===== config.mk =====
export PLATFORM = sky130hd
export DESIGN_NAME = fetch_stage_flat
export DESIGN_NICKNAME = d
export VERILOG_FILES = /design/src/rtl/riscv_pkg.sv /design/src/rtl/fetch_stage_if.sv /design/src/rtl/fetch_skid_buf.sv /design/src/rtl/fetch_stage.sv /design/src/flat_wrapper.sv
export SDC_FILE = /design/constraint.sdc
export NUM_CORES = 1
export LEC_CHECK = 0
export ABC_AREA = 1
export BUFFER_PORTS_ARGS = -buffer_cell sky130_fd_sc_hd__clkbuf_2
export CAP_MARGIN = 20
export CORE_AREA = 2 2 173 175
export DETAILED_ROUTE_END_ITERATION = 10
export DIE_AREA = 0 0 175 177
export SYNTH_ARGS = -nofsm -noshare
export SYNTH_HDL_FRONTEND = slang
export SYNTH_SLANG_ARGS = --single-unit

===== constraint.sdc =====
create_clock -name clk -period 4.4 [get_ports clk]
set_input_delay 0.22 -clock clk [delete_from_list [all_inputs] [get_ports clk]]
set_output_delay 0.22 -clock clk [all_outputs]
set_load 0.01 [all_outputs]

===== src/rtl/riscv_pkg.sv =====
// Shared fetch-stage definitions: FSM state encoding, the canonical NOP
// and the default reset fetch address.
package riscv_pkg;

  typedef enum logic [1:0] {
    ST_FETCH = 2'd0,
    ST_WAIT  = 2'd1,
    ST_DROP  = 2'd2,
    ST_SKID  = 2'd3
  } fetch_state_e;

  localparam logic [31:0] NOP_INSTR        = 32'h00000013;
  localparam logic [31:0] DEFAULT_RESET_PC = 32'h00000000;

  function automatic logic [31:0] word_align(input logic [31:0] addr);
    return {addr[31:2], 2'b00};
  endfunction

endpackage


===== src/rtl/fetch_stage_if.sv =====
// Fetch-stage bus: control from the pipeline, instruction-memory handshake
// and the decode-register outputs. master = fetch stage, slave = its environment.
interface fetch_stage_if;

  logic        redirect;
  logic [31:0] redirect_pc;
  logic        stall;

  logic        imem_req;
  logic [31:0] imem_addr;
  logic        imem_gnt;
  logic        imem_rvalid;
  logic [31:0] imem_rdata;

  logic [31:0] instr_d;
  logic [31:0] pc_d;
  logic [31:0] pcplus4_d;
  logic        valid_d;

  modport master (
    input  redirect, redirect_pc, stall,
    input  imem_gnt, imem_rvalid, imem_rdata,
    output imem_req, imem_addr,
    output instr_d, pc_d, pcplus4_d, valid_d
  );

  modport slave (
    output redirect, redirect_pc, stall,
    output imem_gnt, imem_rvalid, imem_rdata,
    input  imem_req, imem_addr,
    input  instr_d, pc_d, pcplus4_d, valid_d
  );

endinterface


===== src/rtl/fetch_skid_buf.sv =====
// One-entry skid buffer parking an instruction word and its address while
// the decode register is held by a stall.
module fetch_skid_buf
  import riscv_pkg::*;
(
  input  logic        clk,
  input  logic        reset,
  input  logic        i_load,
  input  logic        i_unload,
  input  logic        i_clear,
  input  logic [31:0] i_data,
  input  logic [31:0] i_pc,
  output logic [31:0] o_data,
  output logic [31:0] o_pc,
  output logic        o_full
);

  logic        r_full;
  logic [31:0] r_data;
  logic [31:0] r_pc;

  // NOTE: state updates use non-blocking assignments so every register
  // samples the pre-edge values of its neighbours, independent of block order.
  always_ff @(posedge clk or posedge reset) begin
    if (reset) begin
      r_full <= 1'b0;
    end else if (i_clear) begin
      r_full <= 1'b0;
    end else if (i_load) begin
      r_full <= 1'b1;
    end else if (i_unload) begin
      r_full <= 1'b0;
    end
  end

  // NOTE: the payload is qualified by r_full, so it carries no reset and
  // can map onto plain, non-resettable flops.
  always_ff @(posedge clk) begin
    if (i_load) begin
      r_data <= i_data;
      r_pc   <= i_pc;
    end
  end

  assign o_data = r_data;
  assign o_pc   = r_pc;
  assign o_full = r_full;

endmodule


===== src/rtl/fetch_stage.sv =====
// Instruction fetch: one outstanding request to instruction memory, a
// registered decode stage and a skid entry to absorb responses during stalls.
module fetch_stage
  import riscv_pkg::*;
#(
  parameter logic [31:0] RESET_PC = DEFAULT_RESET_PC
) (
  input  logic          clk,
  input  logic          reset,
  fetch_stage_if.master bus
);

  fetch_state_e r_state;
  fetch_state_e w_state_nxt;

  logic [31:0] r_fetch_pc;
  logic [31:0] r_req_pc;

  logic        r_valid_d;
  logic [31:0] r_instr_d;
  logic [31:0] r_pc_d;
  logic [31:0] r_pcplus4_d;

  logic        w_hold_d;
  logic        w_grant;
  logic        w_rsp_ok;
  logic        w_rsp_take;
  logic        w_rsp_skid;
  logic        w_skid_unload;
  logic [31:0] w_skid_data;
  logic [31:0] w_skid_pc;
  logic        w_skid_full;

  assign w_hold_d      = r_valid_d && bus.stall;
  assign bus.imem_req  = !reset && (r_state == ST_FETCH) && !w_hold_d;
  assign bus.imem_addr = r_fetch_pc;
  assign w_grant       = bus.imem_req && bus.imem_gnt;

  // A response is only ours in WAIT; DROP and post-reset FETCH swallow it.
  assign w_rsp_ok      = (r_state == ST_WAIT) && bus.imem_rvalid && !bus.redirect;
  assign w_rsp_take    = w_rsp_ok && !w_hold_d;
  assign w_rsp_skid    = w_rsp_ok && w_hold_d;
  assign w_skid_unload = (r_state == ST_SKID) && w_skid_full && !bus.stall && !bus.redirect;

  // NOTE: w_state_nxt gets a default before the case so no path leaves it
  // unassigned, which would otherwise infer a latch.
  always_comb begin
    w_state_nxt = r_state;
    case (r_state)
      ST_FETCH: begin
        if (w_grant) w_state_nxt = bus.redirect ? ST_DROP : ST_WAIT;
      end
      ST_WAIT: begin
        if (bus.imem_rvalid) begin
          w_state_nxt = (bus.redirect || !w_hold_d) ? ST_FETCH : ST_SKID;
        end else if (bus.redirect) begin
          w_state_nxt = ST_DROP;
        end
      end
      ST_DROP: begin
        if (bus.imem_rvalid) w_state_nxt = ST_FETCH;
      end
      ST_SKID: begin
        if (bus.redirect || !bus.stall) w_state_nxt = ST_FETCH;
      end
      default: w_state_nxt = ST_FETCH;
    endcase
  end

  always_ff @(posedge clk or posedge reset) begin
    if (reset) begin
      r_state <= ST_FETCH;
    end else begin
      r_state <= w_state_nxt;
    end
  end

  always_ff @(posedge clk or posedge reset) begin
    if (reset) begin
      r_fetch_pc <= RESET_PC;
      r_req_pc   <= RESET_PC;
    end else if (bus.redirect) begin
      r_fetch_pc <= word_align(bus.redirect_pc);
    end else if (w_grant) begin
      r_fetch_pc <= r_fetch_pc + 32'd4;
      r_req_pc   <= r_fetch_pc;
    end
  end

  always_ff @(posedge clk or posedge reset) begin
    if (reset) begin
      r_valid_d   <= 1'b0;
      r_instr_d   <= NOP_INSTR;
      r_pc_d      <= 32'h00000000;
      r_pcplus4_d <= 32'h00000004;
    end else if (bus.redirect) begin
      r_valid_d <= 1'b0;
      r_instr_d <= NOP_INSTR;
    end else if (!w_hold_d) begin
      if (w_rsp_take) begin
        r_valid_d   <= 1'b1;
        r_instr_d   <= bus.imem_rdata;
        r_pc_d      <= r_req_pc;
        r_pcplus4_d <= r_req_pc + 32'd4;
      end else if (w_skid_unload) begin
        r_valid_d   <= 1'b1;
        r_instr_d   <= w_skid_data;
        r_pc_d      <= w_skid_pc;
        r_pcplus4_d <= w_skid_pc + 32'd4;
      end else begin
        r_valid_d <= 1'b0;
        r_instr_d <= NOP_INSTR;
      end
    end
  end

  fetch_skid_buf u_skid (
    .clk      (clk),
    .reset    (reset),
    .i_load   (w_rsp_skid),
    .i_unload (w_skid_unload),
    .i_clear  (bus.redirect),
    .i_data   (bus.imem_rdata),
    .i_pc     (r_req_pc),
    .o_data   (w_skid_data),
    .o_pc     (w_skid_pc),
    .o_full   (w_skid_full)
  );

  assign bus.instr_d   = r_instr_d;
  assign bus.pc_d      = r_pc_d;
  assign bus.pcplus4_d = r_pcplus4_d;
  assign bus.valid_d   = r_valid_d;

endmodule

===== src/flat_wrapper.sv =====
// flat-port wrapper written by rule: the top's interface ports become plain ports
module fetch_stage_flat import riscv_pkg::*;
#(
  parameter logic [31:0] RESET_PC = DEFAULT_RESET_PC
)
  (clk, reset, bus_redirect, bus_redirect_pc, bus_stall, bus_imem_gnt, bus_imem_rvalid, bus_imem_rdata, bus_imem_req, bus_imem_addr, bus_instr_d, bus_pc_d, bus_pcplus4_d, bus_valid_d);
  fetch_stage_if bus_i ();
  input  logic clk;
  input  logic reset;
  input wire logic [$bits(bus_i.redirect)-1:0] bus_redirect;
  input wire logic [$bits(bus_i.redirect_pc)-1:0] bus_redirect_pc;
  input wire logic [$bits(bus_i.stall)-1:0] bus_stall;
  input wire logic [$bits(bus_i.imem_gnt)-1:0] bus_imem_gnt;
  input wire logic [$bits(bus_i.imem_rvalid)-1:0] bus_imem_rvalid;
  input wire logic [$bits(bus_i.imem_rdata)-1:0] bus_imem_rdata;
  output wire logic [$bits(bus_i.imem_req)-1:0] bus_imem_req;
  output wire logic [$bits(bus_i.imem_addr)-1:0] bus_imem_addr;
  output wire logic [$bits(bus_i.instr_d)-1:0] bus_instr_d;
  output wire logic [$bits(bus_i.pc_d)-1:0] bus_pc_d;
  output wire logic [$bits(bus_i.pcplus4_d)-1:0] bus_pcplus4_d;
  output wire logic [$bits(bus_i.valid_d)-1:0] bus_valid_d;
  assign bus_i.redirect = bus_redirect;
  assign bus_i.redirect_pc = bus_redirect_pc;
  assign bus_i.stall = bus_stall;
  assign bus_i.imem_gnt = bus_imem_gnt;
  assign bus_i.imem_rvalid = bus_imem_rvalid;
  assign bus_i.imem_rdata = bus_imem_rdata;
  assign bus_imem_req = bus_i.imem_req;
  assign bus_imem_addr = bus_i.imem_addr;
  assign bus_instr_d = bus_i.instr_d;
  assign bus_pc_d = bus_i.pc_d;
  assign bus_pcplus4_d = bus_i.pcplus4_d;
  assign bus_valid_d = bus_i.valid_d;
  fetch_stage #(.RESET_PC(RESET_PC)) u_core (.clk(clk), .reset(reset), .bus(bus_i));
endmodule

==> results.sh, run 1 <==
export IMPL_globalRoute_totalOverflow=0
export IMPL_drt_initial_drc_count=571
export IMPL_synth_seq_area_share_pct=57.2
export IMPL_antenna_found_initial=0
export IMPL_grt_most_used_layer="met2"
export IMPL_cts_max_path_buffers=3
export IMPL_worstSetupEndpoint="u_core.bus.pcplus4_d[31]"
export IMPL_max_slew_margin_rel_pct=26.5
export IMPL_maxSlewViolCount=0
export IMPL_drt_first_pass_iters=5
export IMPL_clock_tree_root_cell="clkbuf_16"
export IMPL_rsz0062_at_grt="false"
export IMPL_core_area_mm2=0.0292
export IMPL_netlist_area_mm2=0.0101
export IMPL_startpoint="u_core.bus.valid_d"
export IMPL_post_cts_resize_count=0
export IMPL_power_density_mw_per_mm2=515
export IMPL_cts_buffers=25
export IMPL_finClkSkew_ns=0.00879
export IMPL_stdcell_count=1814
export IMPL_totalPowerFinal_uw=6640
export IMPL_std_cell_rows=63
export IMPL_vias_in_the_first_global_route=8240
export IMPL_criticalPathCategory="flop to flop"
export IMPL_synth_cell_types=44
export IMPL_crit_reg2reg_launch="u_core.bus.valid_d"
export IMPL_tightest_hold_margin_ns=0.0341
export IMPL_fillers=2856
export IMPL_worst_r2r_cell_count=9
export IMPL_floorplan_initialDensity_pct=34.5
export IMPL_worst_path_stages=9
export IMPL_critPathTopFamily="buffers and inverters"
export IMPL_number_of_top_level_pins=200
export IMPL_syn_area_per_cell_um2=8.68
export IMPL_wirelength_um=27900
export IMPL_peakVddDrop_mv=0.247
export IMPL_fraction_of_layout_instances_using_a_drive_strength_above_1_pct=21.7
export IMPL_synth_enable_flop_cells=62
export IMPL_run_status="completed"
export IMPL_ff2ff_setup_slack_ns=1.0
export IMPL_path_max_fanout=34
export IMPL_post_drt_via_cell_ratio=4.76
export IMPL_count_of_state_elements_after_synthesis=218
export IMPL_floorplan_die_area_mm2=0.0310
export IMPL_critical_path_cell_list="nand2_1 > buf_4 > nand3_2 > inv_1 > o21ai_0 > inv_1 > nand3_1 > nand3_1 > nand2_1"
export IMPL_grt_met2_usage_pct=28.1
export IMPL_worst_setup_hold_path_clk_slew_ns=0.06
export IMPL_timing_final_crit_period_ns=3.40
export IMPL_global_route_usage_met3_pct=2.71
export IMPL_final_min_period_over_clock_period_pct=77.4
export IMPL_cts_num_sinks=218
export IMPL_clock_latency_ns=0.53
export IMPL_finalWeightedCongestion=0.868
export IMPL_clock_fmax_mhz=294
export IMPL_num_antenna_cells=0
export IMPL_cts_tree="yes"
export IMPL_finalWorstSetupSlack_ns=0.995
export IMPL_timing_final_setup_violations=0
export IMPL_finalHoldViolations=0
export IMPL_worstPathArrival_ns=3.81
export IMPL_cp_num_buf_inv=3
export IMPL_port_buffers=191
export IMPL_grt_pass1_wl_um=44900
export IMPL_ctsHtreeMaxLevel=1
export IMPL_setup_worst_path_start_class="flop"
export IMPL_ant_nets=0
export IMPL_ys_async_sr_fraction_pct=71.6
export IMPL_post_place_cells=1706
export IMPL_timing_critical_path_required_ns=4.81
export IMPL_layout_area_growth_over_synthesis_pct=27.8
export IMPL_remaining_drc_errors=0
export IMPL_hold_path_class="primary input to flop"
export IMPL_p_leak_uw=0.00607
export IMPL_grtUsageMet1_pct=26.8
export IMPL_synthFlopType="dfrtp_1"
export IMPL_worst_path_largest_cell_delay_ns=1.08
export IMPL_cp_end_kind="flop"
export IMPL_grt_max_degree=67
export IMPL_r2r_end="u_core.bus.pcplus4_d[31]"
export IMPL_drt_wirelength_per_cell_um=15.4
export IMPL_max_cap_violations=0
export IMPL_vias=8626
export IMPL_worst_slew_pin_transition_ns=1.10
export IMPL_cp_slowest_cell="inv_1"
export IMPL_detailedPlacementHpwl_um=19300
export IMPL_die_width_um=175
export IMPL_finalSetupTns_ns=0
export IMPL_die_h_um=177
export IMPL_fin_nets=1477
export IMPL_pre_cts_ws_ns=0.778
export IMPL_track_usage_pct=18.0
export IMPL_netlist_instances=1162
export IMPL_yosysWarningCount=0
## worst min-delay path by stage
stage,depth (start not counted),to,slack [ns],startpoint
after floorplan,0,u_core.u_skid.o_data[0],0.32,bus_imem_rdata[0]
after CTS,3,u_core.u_skid.o_full,0.02,bus_stall
after detailed placement,2,u_core.bus.instr_d[29],0.37,reset
after global routing,5,u_core.bus.imem_addr[24],0.04,bus_redirect_pc[24]
final,3,u_core.u_skid.o_full,0.03,bus_stall
after global placement,2,u_core.bus.instr_d[29],0.37,reset
## cells in the final DEF, fill, tap and decap left out, types with 8 or more instances in the layout
cell and count:
nand2_2 21, clkbuf_16 27, edfxtp_1 62, a21oi_1 11, o21ai_0 52, nand2_1 420, dfrtp_1 152, nor2_2 15
nand4_1 17, nor3_1 8, nor2_1 82, inv_1 71, dlygate4sd3_1 62, o211ai_1 11, nand3_1 109, clkbuf_2 191
buf_4 9, xor2_1 8
## worst min-delay path: cells and delay by family
kind / cells / cell delay (ns)
and+or+nand+nor: 1 / 0.05
AOI/OAI and AO/OA: 1 / 0.14
buffers and inverters: 1 / 0.10
## metrics by stage
step	area, um2	util [%]
2_1_floorplan	10100	-
3_3_place_gp	11400	38.9
3_5_place_dp	11400	38.9
4_1_cts	12900	44.1
5_1_grt	12900	44.1
6_report	12900	44.1
## cells in the mapped netlist, types with 3 or more instances
cell type / count / share of area, %
o21ai_1: 3 / 0.15
o2111ai_1: 3 / 0.26
or2_2: 3 / 0.19
o311ai_0: 3 / 0.26
dfrtp_1: 152 / 38
nand4_1: 17 / 1.1
a21oi_1: 11 / 0.55
xor2_1: 8 / 0.69
nand3_2: 5 / 0.50
o211ai_1: 11 / 0.82
o21ai_0: 52 / 2.6
clkbuf_1: 25 / 0.93
a31oi_1: 3 / 0.19
inv_1: 72 / 2.7
edfxtp_1: 62 / 18
buf_2: 15 / 0.74
nor2_2: 14 / 0.87
o22ai_1: 5 / 0.31
a22oi_1: 5 / 0.37
buf_4: 7 / 0.52
nand2_1: 420 / 16
nand3_1: 109 / 5.4
buf_6: 4 / 0.45
inv_2: 7 / 0.26
nor2_4: 6 / 0.67
nor3_1: 8 / 0.40
nor2_1: 84 / 3.1
o21a_1: 4 / 0.30
nand2_2: 21 / 1.3
dfstp_2: 4 / 1.0
## sequential cells by signal (all words and copies together) (netlist names)
register / flops
u_core.bus.pc_d: 30
u_core.u_skid.o_pc: 30
u_core.u_skid.o_data: 32
u_core.bus.instr_d: 32
u_core.bus.pcplus4_d: 30
u_core.r_state: 2
u_core.bus.valid_d: 1
u_core.bus.imem_addr: 30
u_core.u_skid.o_full: 1
u_core.r_req_pc: 30
## layer usage
layer  share of wire, %  up-vias  wire length [um]
li1                   -     4271                 -
met1                 48     4058             13400
met2                 45      269             12500
met3                5.7       28              1590
met4                1.2        0               333
met5                  0        -                 0
## power by group
| group | internal (uW) | switching (uW) |
|---|---|---|
| clock | 1360 | 840 |
| sequential | 2600 | 409 |
| combinational | 575 | 854 |
## final cells by class
type	count	area, um2	area share [%]
Clock buffer	36	749	5.82
Clock inverter	10	138	1.07
Inverter	82	317	2.46
Multi-Input combinational cell	815	3760	29.2
Sequential cell	218	5770	44.8
Tap cell	390	488	3.79
Timing Repair Buffer	263	1660	12.9
## what timing repair did
action / in CTS / in global routing
endpoints found under the hold margin: 119 / 0
hold buffers: 62 / 0
buffers inserted: 0 / 0
## cells by family after synthesis
| family | Yosys count | share of synthesized area (%) |
|---|---|---|
| other cells | 1 | 0.0372 |
| simple gates | 694 | 29.8 |
| buf+inv | 134 | 5.78 |
| compound gates | 103 | 6.03 |
| xor+xnor | 10 | 0.869 |
| fa+ha+maj | 2 | 0.248 |
| flops | 218 | 57.2 |
Power figures use the tool's default switching activity.
==> inputs of run 2 (changes only) <==
Settings changed: ABC_AREA 1 to 0.
Clock period 4.4 ns to 2.9 ns, I/O delays scaled along.
==> results.sh, run 2 <==
export IMPL_run_status="completed"
export IMPL_maxSlewViolCount=0
export IMPL_remaining_drc_errors=0
export IMPL_p_leak_uw=0.00584
export IMPL_post_drt_via_cell_ratio=5.20
export IMPL_synth_top_cells_by_area="dfrtp_1 (38%), edfxtp_1 (19%), nand2_1 (5.3%)"
export IMPL_worst_slew_pin_transition_ns=0.841
export IMPL_leading_cell_types_in_the_layout_fill_and_taps_excluded="clkbuf_2 (191), dfrtp_1 (152), nand2_1 (140)"
export IMPL_grt_most_used_layer="met2"
export IMPL_drt_initial_drc_count=609
export IMPL_synth_cell_types=54
export IMPL_cp_end_kind="flop"
export IMPL_startpoint="u_core.r_state[1]"
export IMPL_global_route_usage_met3_pct=3.03
export IMPL_placed_cell_area_mm2=0.0116
export IMPL_wirelength_um=29600
export IMPL_port_buffers=191
export IMPL_crit_reg2reg_launch="u_core.r_state[1]"
export IMPL_setup_worst_path_start_class="flop"
export IMPL_max_cap_violations=0
export IMPL_floorplan_initialDensity_pct=34.3
export IMPL_grt_met2_usage_pct=30.1
export IMPL_timing_final_crit_period_ns=2.74
export IMPL_finalWeightedCongestion=0.885
export IMPL_max_slew_margin_rel_pct=43.9
export IMPL_timing_critical_path_required_ns=3.31
export IMPL_die_width_um=175
export IMPL_mostFrequentLayoutCell="clkbuf_2"
export IMPL_vias_in_the_first_global_route=8218
export IMPL_worst_hold_startpoint="bus_stall"
export IMPL_pre_cts_ws_ns=0.179
export IMPL_area_of_combinational_cells_with_multiple_inputs_mm2=0.00393
export IMPL_layout_area_growth_over_synthesis_pct=30.6
export IMPL_cts_max_path_buffers=3
export IMPL_synthFlopType="dfrtp_1"
export IMPL_std_cell_rows=63
export IMPL_layout_core_utilization_pct=44.8
export IMPL_track_usage_pct=18.9
export IMPL_peakVddDrop_mv=0.437
export IMPL_cts_num_sinks=218
export IMPL_grt_pass1_wl_um=46500
export IMPL_rsz0062_at_grt="false"
export IMPL_yosysWarningCount=0
export IMPL_critical_path_cell_list="nand4bb_2 > nor2_4 > nand2_1 > nand2_1 > ha_1 > nand3_2 > a2111o_1 > a222oi_1 > buf_4 > nor3b_2 > xor2_1 > a21oi_1"
export IMPL_drt_wirelength_per_cell_um=18.4
export IMPL_count_of_state_elements_after_synthesis=218
export IMPL_clock_tree_root_cell="clkbuf_16"
export IMPL_netlist_instances=932
export IMPL_ys_top_cells_by_count="dfrtp_1 (152), nand2_1 (142), edfxtp_1 (62)"
export IMPL_grt_max_degree=101
export IMPL_finClkSkew_ns=0.0135
export IMPL_worst_path_largest_cell_delay_ns=0.38
export IMPL_seqCellArea_mm2=0.00577
export IMPL_ctsHtreeMaxLevel=1
export IMPL_worst_setup_hold_path_clk_slew_ns=0.06
export IMPL_drt_first_pass_iters=5
export IMPL_cp_slowest_cell="dfrtp_1"
export IMPL_grtUsageMet1_pct=26.6
export IMPL_fillers=2763
export IMPL_cpMostUsedCell="nand2_1"
export IMPL_fin_nets=1271
export IMPL_power_density_mw_per_mm2=716
export IMPL_cp_num_buf_inv=1
export IMPL_ant_nets=0
export IMPL_hold_path_class="primary input to flop"
export IMPL_cts_tree="yes"
export IMPL_final_min_period_over_clock_period_pct=94.5
export IMPL_floorplan_die_area_mm2=0.0310
export IMPL_antenna_found_initial=0
export IMPL_finalHoldViolations=0
export IMPL_synth_enable_flop_cells=62
export IMPL_syn_area_per_cell_um2=10.8
export IMPL_path_max_fanout=5
export IMPL_die_h_um=177
export IMPL_detailedPlacementHpwl_um=20000
export IMPL_clock_fmax_mhz=365
export IMPL_synth_largest_type_area_fraction_pct=37.9
export IMPL_synth_seq_area_share_pct=57.5
export IMPL_clock_latency_ns=0.53
export IMPL_cts_buffers=25
export IMPL_num_antenna_cells=0
export IMPL_yosysMostFrequentCell="dfrtp_1"
export IMPL_critPathTopFamily="simple AND/OR/NAND/NOR gates"
export IMPL_netlist_area_mm2=0.0100
export IMPL_fraction_of_layout_instances_using_a_drive_strength_above_1_pct=27.0
export IMPL_criticalPathCategory="flop to flop"
export IMPL_synth_top_cell_by_area="dfrtp_1"
export IMPL_postLayoutCellArea_mm2=0.0131
export IMPL_ff2ff_setup_slack_ns=0.16
export IMPL_worstPathArrival_ns=3.15
export IMPL_core_area_mm2=0.0292
export IMPL_timing_final_setup_violations=0
export IMPL_finalWorstSetupSlack_ns=0.160
export IMPL_ys_async_sr_fraction_pct=71.6
export IMPL_vias=8354
export IMPL_globalRoute_totalOverflow=0
export IMPL_number_of_top_level_pins=200
run 2: path summary, 6_finish.rpt:
check	endpoint	cells after the start
max	u_core.bus.pcplus4_d[28]	12
min	u_core.u_skid.o_full	3
max reg2reg	u_core.bus.pcplus4_d[28]	12
min reg2reg	u_core.bus.pcplus4_d[2]	2
max in group asynchronous	u_core.bus.instr_d[5]	4
min in group asynchronous	u_core.bus.imem_addr[23]	4
run 2: routing by layer:
metal | share of wire, % | up-vias
li1 | - | 3923
met1 | 46 | 4031
met2 | 45 | 339
met3 | 6.6 | 61
met4 | 3.2 | 0
met5 | 0 | -
run 2: power by group:
part	total [uW]	leakage (uW)	switching (uW)	internal, uW
clock	3160	0.000401	1250	1920
combinational	1930	0.00294	1060	871
sequential	4290	0.00251	519	3770
total	9380	0.00584	2830	6550
run 2: worst register-to-register path, cell delays in order (launching register included):
cell and delay, ns:
dfrtp_1 0.38, nand4bb_2 0.30, nor2_4 0.14, nand2_1 0.08, nand2_1 0.07, ha_1 0.21, nand3_2 0.11, a2111o_1 0.35
a222oi_1 0.35, buf_4 0.21, nor3b_2 0.19, xor2_1 0.16, a21oi_1 0.08
run 2: repair_timing:
item,4_1_cts,5_1_grt
hold buffers,63,0
endpoints found under the setup margin,0,2
buffers inserted,0,1
gates resized for setup,0,2
endpoints found under the hold margin,246,0
run 2: final cells by class:
type                    count  share of cell area, %
inverters                  33                  0.974
well taps                 390                   3.73
flip-flops and latches    218                   44.1
repair buffers            301                   15.0
multi-input cells         620                   30.0
clock inverters            13                   1.07
clock buffers              32                   5.21
run 2: metrics by stage:
| step | setup TNS, ns | hold WS [ns] | power (uW) | cells |
|---|---|---|---|---|
| final | 0 | 0.0225 | 9380 | 1607 |
| after floorplan | -1.53 | 0.240 | 5180 | 937 |
| after global placement | 0 | 0.340 | 6180 | 1498 |
| after CTS | 0 | 0.00257 | 9490 | 1606 |
| after global routing | 0 | 0.0429 | 9880 | 1607 |
| after detailed placement | 0 | 0.343 | 6220 | 1498 |
run 2: logic make-up (layout without fill, tap and decap cells):
logic type                 Yosys count  in the layout  share of synthesized area [%]
and+or+nand+nor                    313            313                           14.7
DFF                                218            218                           57.5
AOI/OAI and AO/OA                  182            182                           12.0
buffers and inverters               99            379                           4.18
xor gates and xnor gates            67             67                           5.85
muxes                               50             50                           5.41
adders and majority gates            2              2                          0.249
other                                1              6                         0.0374
==> inputs of run 3 (changes only) <==
Settings changed: CORE_AREA 2 2 173 175 to 2 2 145 147, DIE_AREA 0 0 175 177 to 0 0 147 149, PLACE_DENSITY set to 0.76, REMOVE_ABC_BUFFERS set to 1.
==> results.sh, run 3 (synthesis gave the netlist of run 2 again) <==
export IMPL_timing_final_crit_period_ns=2.74
export IMPL_worst_slew_pin_transition_ns=0.746
export IMPL_power_frac_clock_pct=35.9
export IMPL_max_slew_margin_rel_pct=50.3
export IMPL_layout_area_growth_over_synthesis_pct=29.7
export IMPL_vias=8565
export IMPL_hold_path_class="primary input to flop"
export IMPL_fin_nets=1263
export IMPL_placed_cell_area_mm2=0.0114
export IMPL_finalSetupTns_ns=0
export IMPL_antenna_found_initial=0
export IMPL_grt_max_degree=76
export IMPL_floorplan_initialDensity_pct=48.8
export IMPL_cts_buffers=23
export IMPL_drt_wirelength_per_cell_um=18.8
export IMPL_path_max_fanout=5
export IMPL_max_cap_violations=0
export IMPL_peakVddDrop_mv=0.444
export IMPL_totalPowerFinal_uw=9560
export IMPL_power_density_mw_per_mm2=735
export IMPL_power_switching_share_pct=29.0
export IMPL_rsz0062_at_grt="false"
export IMPL_finalWeightedCongestion=0.936
export IMPL_power_combinational_fraction_pct=18.8
export IMPL_layout_core_utilization_pct=63.3
export IMPL_maxSlewViolCount=0
export IMPL_die_width_um=147
export IMPL_drt_initial_drc_count=868
export IMPL_detailedPlacementHpwl_um=17800
export IMPL_p_leak_uw=0.00585
export IMPL_drt_first_pass_iters=8
export IMPL_criticalPathCategory="flop to flop"
export IMPL_floorplan_die_area_mm2=0.0219
export IMPL_setup_worst_path_start_class="flop"
export IMPL_postLayoutCellArea_mm2=0.0130
export IMPL_post_drt_via_cell_ratio=5.78
export IMPL_ff2ff_setup_slack_ns=0.16
export IMPL_clock_tree_root_cell="clkbuf_16"
export IMPL_vias_in_the_first_global_route=8330
export IMPL_worstPathArrival_ns=3.11
export IMPL_port_buffers=191
export IMPL_final_min_period_over_clock_period_pct=94.6
export IMPL_clock_fmax_mhz=365
export IMPL_globalRoute_totalOverflow=0
export IMPL_cts_num_sinks=218
export IMPL_remaining_drc_errors=0
export IMPL_run_status="completed"
export IMPL_fillers=1605
export IMPL_cp_end_kind="flop"
export IMPL_die_h_um=149
export IMPL_cts_max_path_buffers=3
export IMPL_pre_cts_ws_ns=0.0476
export IMPL_grt_pass1_wl_um=44000
export IMPL_internal_power_of_the_cells_uw=6790
export IMPL_track_usage_pct=24.7
export IMPL_finClkSkew_ns=0.0268
export IMPL_finalWorstSetupSlack_ns=0.158
export IMPL_core_area_mm2=0.0206
export IMPL_ant_nets=0
export IMPL_fraction_of_layout_instances_using_a_drive_strength_above_1_pct=26.7
export IMPL_finalHoldViolations=0
export IMPL_std_cell_rows=53
export IMPL_wirelength_um=27800
export IMPL_power_share_sequential_pct=45.4
export IMPL_timing_critical_path_required_ns=3.27
export IMPL_power_switching_uw=2780
export IMPL_timing_final_setup_violations=0
export IMPL_mostFrequentLayoutCell="clkbuf_2"
export IMPL_clock_latency_ns=0.52
export IMPL_ctsHtreeMaxLevel=1
export IMPL_worst_setup_hold_path_clk_slew_ns=0.06
export IMPL_number_of_top_level_pins=200
export IMPL_cts_tree="yes"
export IMPL_num_antenna_cells=0
export IMPL_leading_cell_types_in_the_layout_fill_and_taps_excluded="clkbuf_2 (191), dfrtp_1 (152), nand2_1 (141)"
run 3: layout make-up:
cell class	instances	area [um2]	share of cell area, %
inverters	33	129	0.991
well taps	275	344	2.64
multi-input cells	620	3920	30.2
flip-flops and latches	218	5770	44.4
clock buffers	30	674	5.18
clock inverters	12	226	1.74
repair buffers	295	1940	14.9
run 3: metrics by stage:
step / hold WS, ns / instances
after floorplan: 0.208 / 871
after global placement: 0.316 / 1372
after detailed placement: 0.324 / 1372
after CTS: 0.00518 / 1478
after global routing: 0.0644 / 1483
final: 0.0331 / 1483
run 3: path summary, 6_finish.rpt:
path	cells past startpoint	end	start
worst max-delay path	12	u_core.bus.pcplus4_d[28]	u_core.r_state[1]
worst min-delay path	3	u_core.u_skid.o_full	bus_stall
worst max register to register	12	u_core.bus.pcplus4_d[28]	u_core.r_state[1]
worst min register to register	2	u_core.bus.pcplus4_d[2]	u_core.bus.pcplus4_d[2]
max in group asynchronous	4	u_core.bus.pc_d[26]	reset
min in group asynchronous	3	u_core.bus.pc_d[3]	reset
run 3: power by group through the flow:
| stage | logic (uW) | clock network (uW) | registers [uW] |
|---|---|---|---|
| 6_report | 1790 | 3430 | 4340 |
| 5_1_grt | 1970 | 3580 | 4420 |
| 4_1_cts | 1800 | 3460 | 4330 |
| 3_5_place_dp | 1720 | 0 | 4380 |
| 3_3_place_gp | 1690 | 0 | 4350 |
| 2_1_floorplan | 697 | 0 | 4440 |
run 3: metal layers:
metal / vias up / share of wire (%) / track usage, %
li1: 3886 / - / -
met1: 4156 / 41 / 33.8
met2: 456 / 48 / 40.9
met3: 67 / 7.6 / 3.64
met4: 0 / 2.9 / 8.22
met5: - / 0 / 0
run 3: what timing repair did:
action	in CTS	in global routing
resized for setup	1	3
pin swaps	0	6
endpoints found under the setup margin	1	5
hold buffers	64	0
buffers inserted	0	4
endpoints found under the hold margin	168	0
run 3: critical path: stages, from the launching register on:
cell	delay, ns
dfrtp_1	0.38
nand4bb_4	0.22
nor2_4	0.16
nand2_1	0.11
nand2_1	0.13
ha_4	0.17
nand3_1	0.12
a2111o_1	0.36
a222oi_1	0.34
buf_4	0.20
nor3b_2	0.17
xor2_1	0.15
a21oi_1	0.08
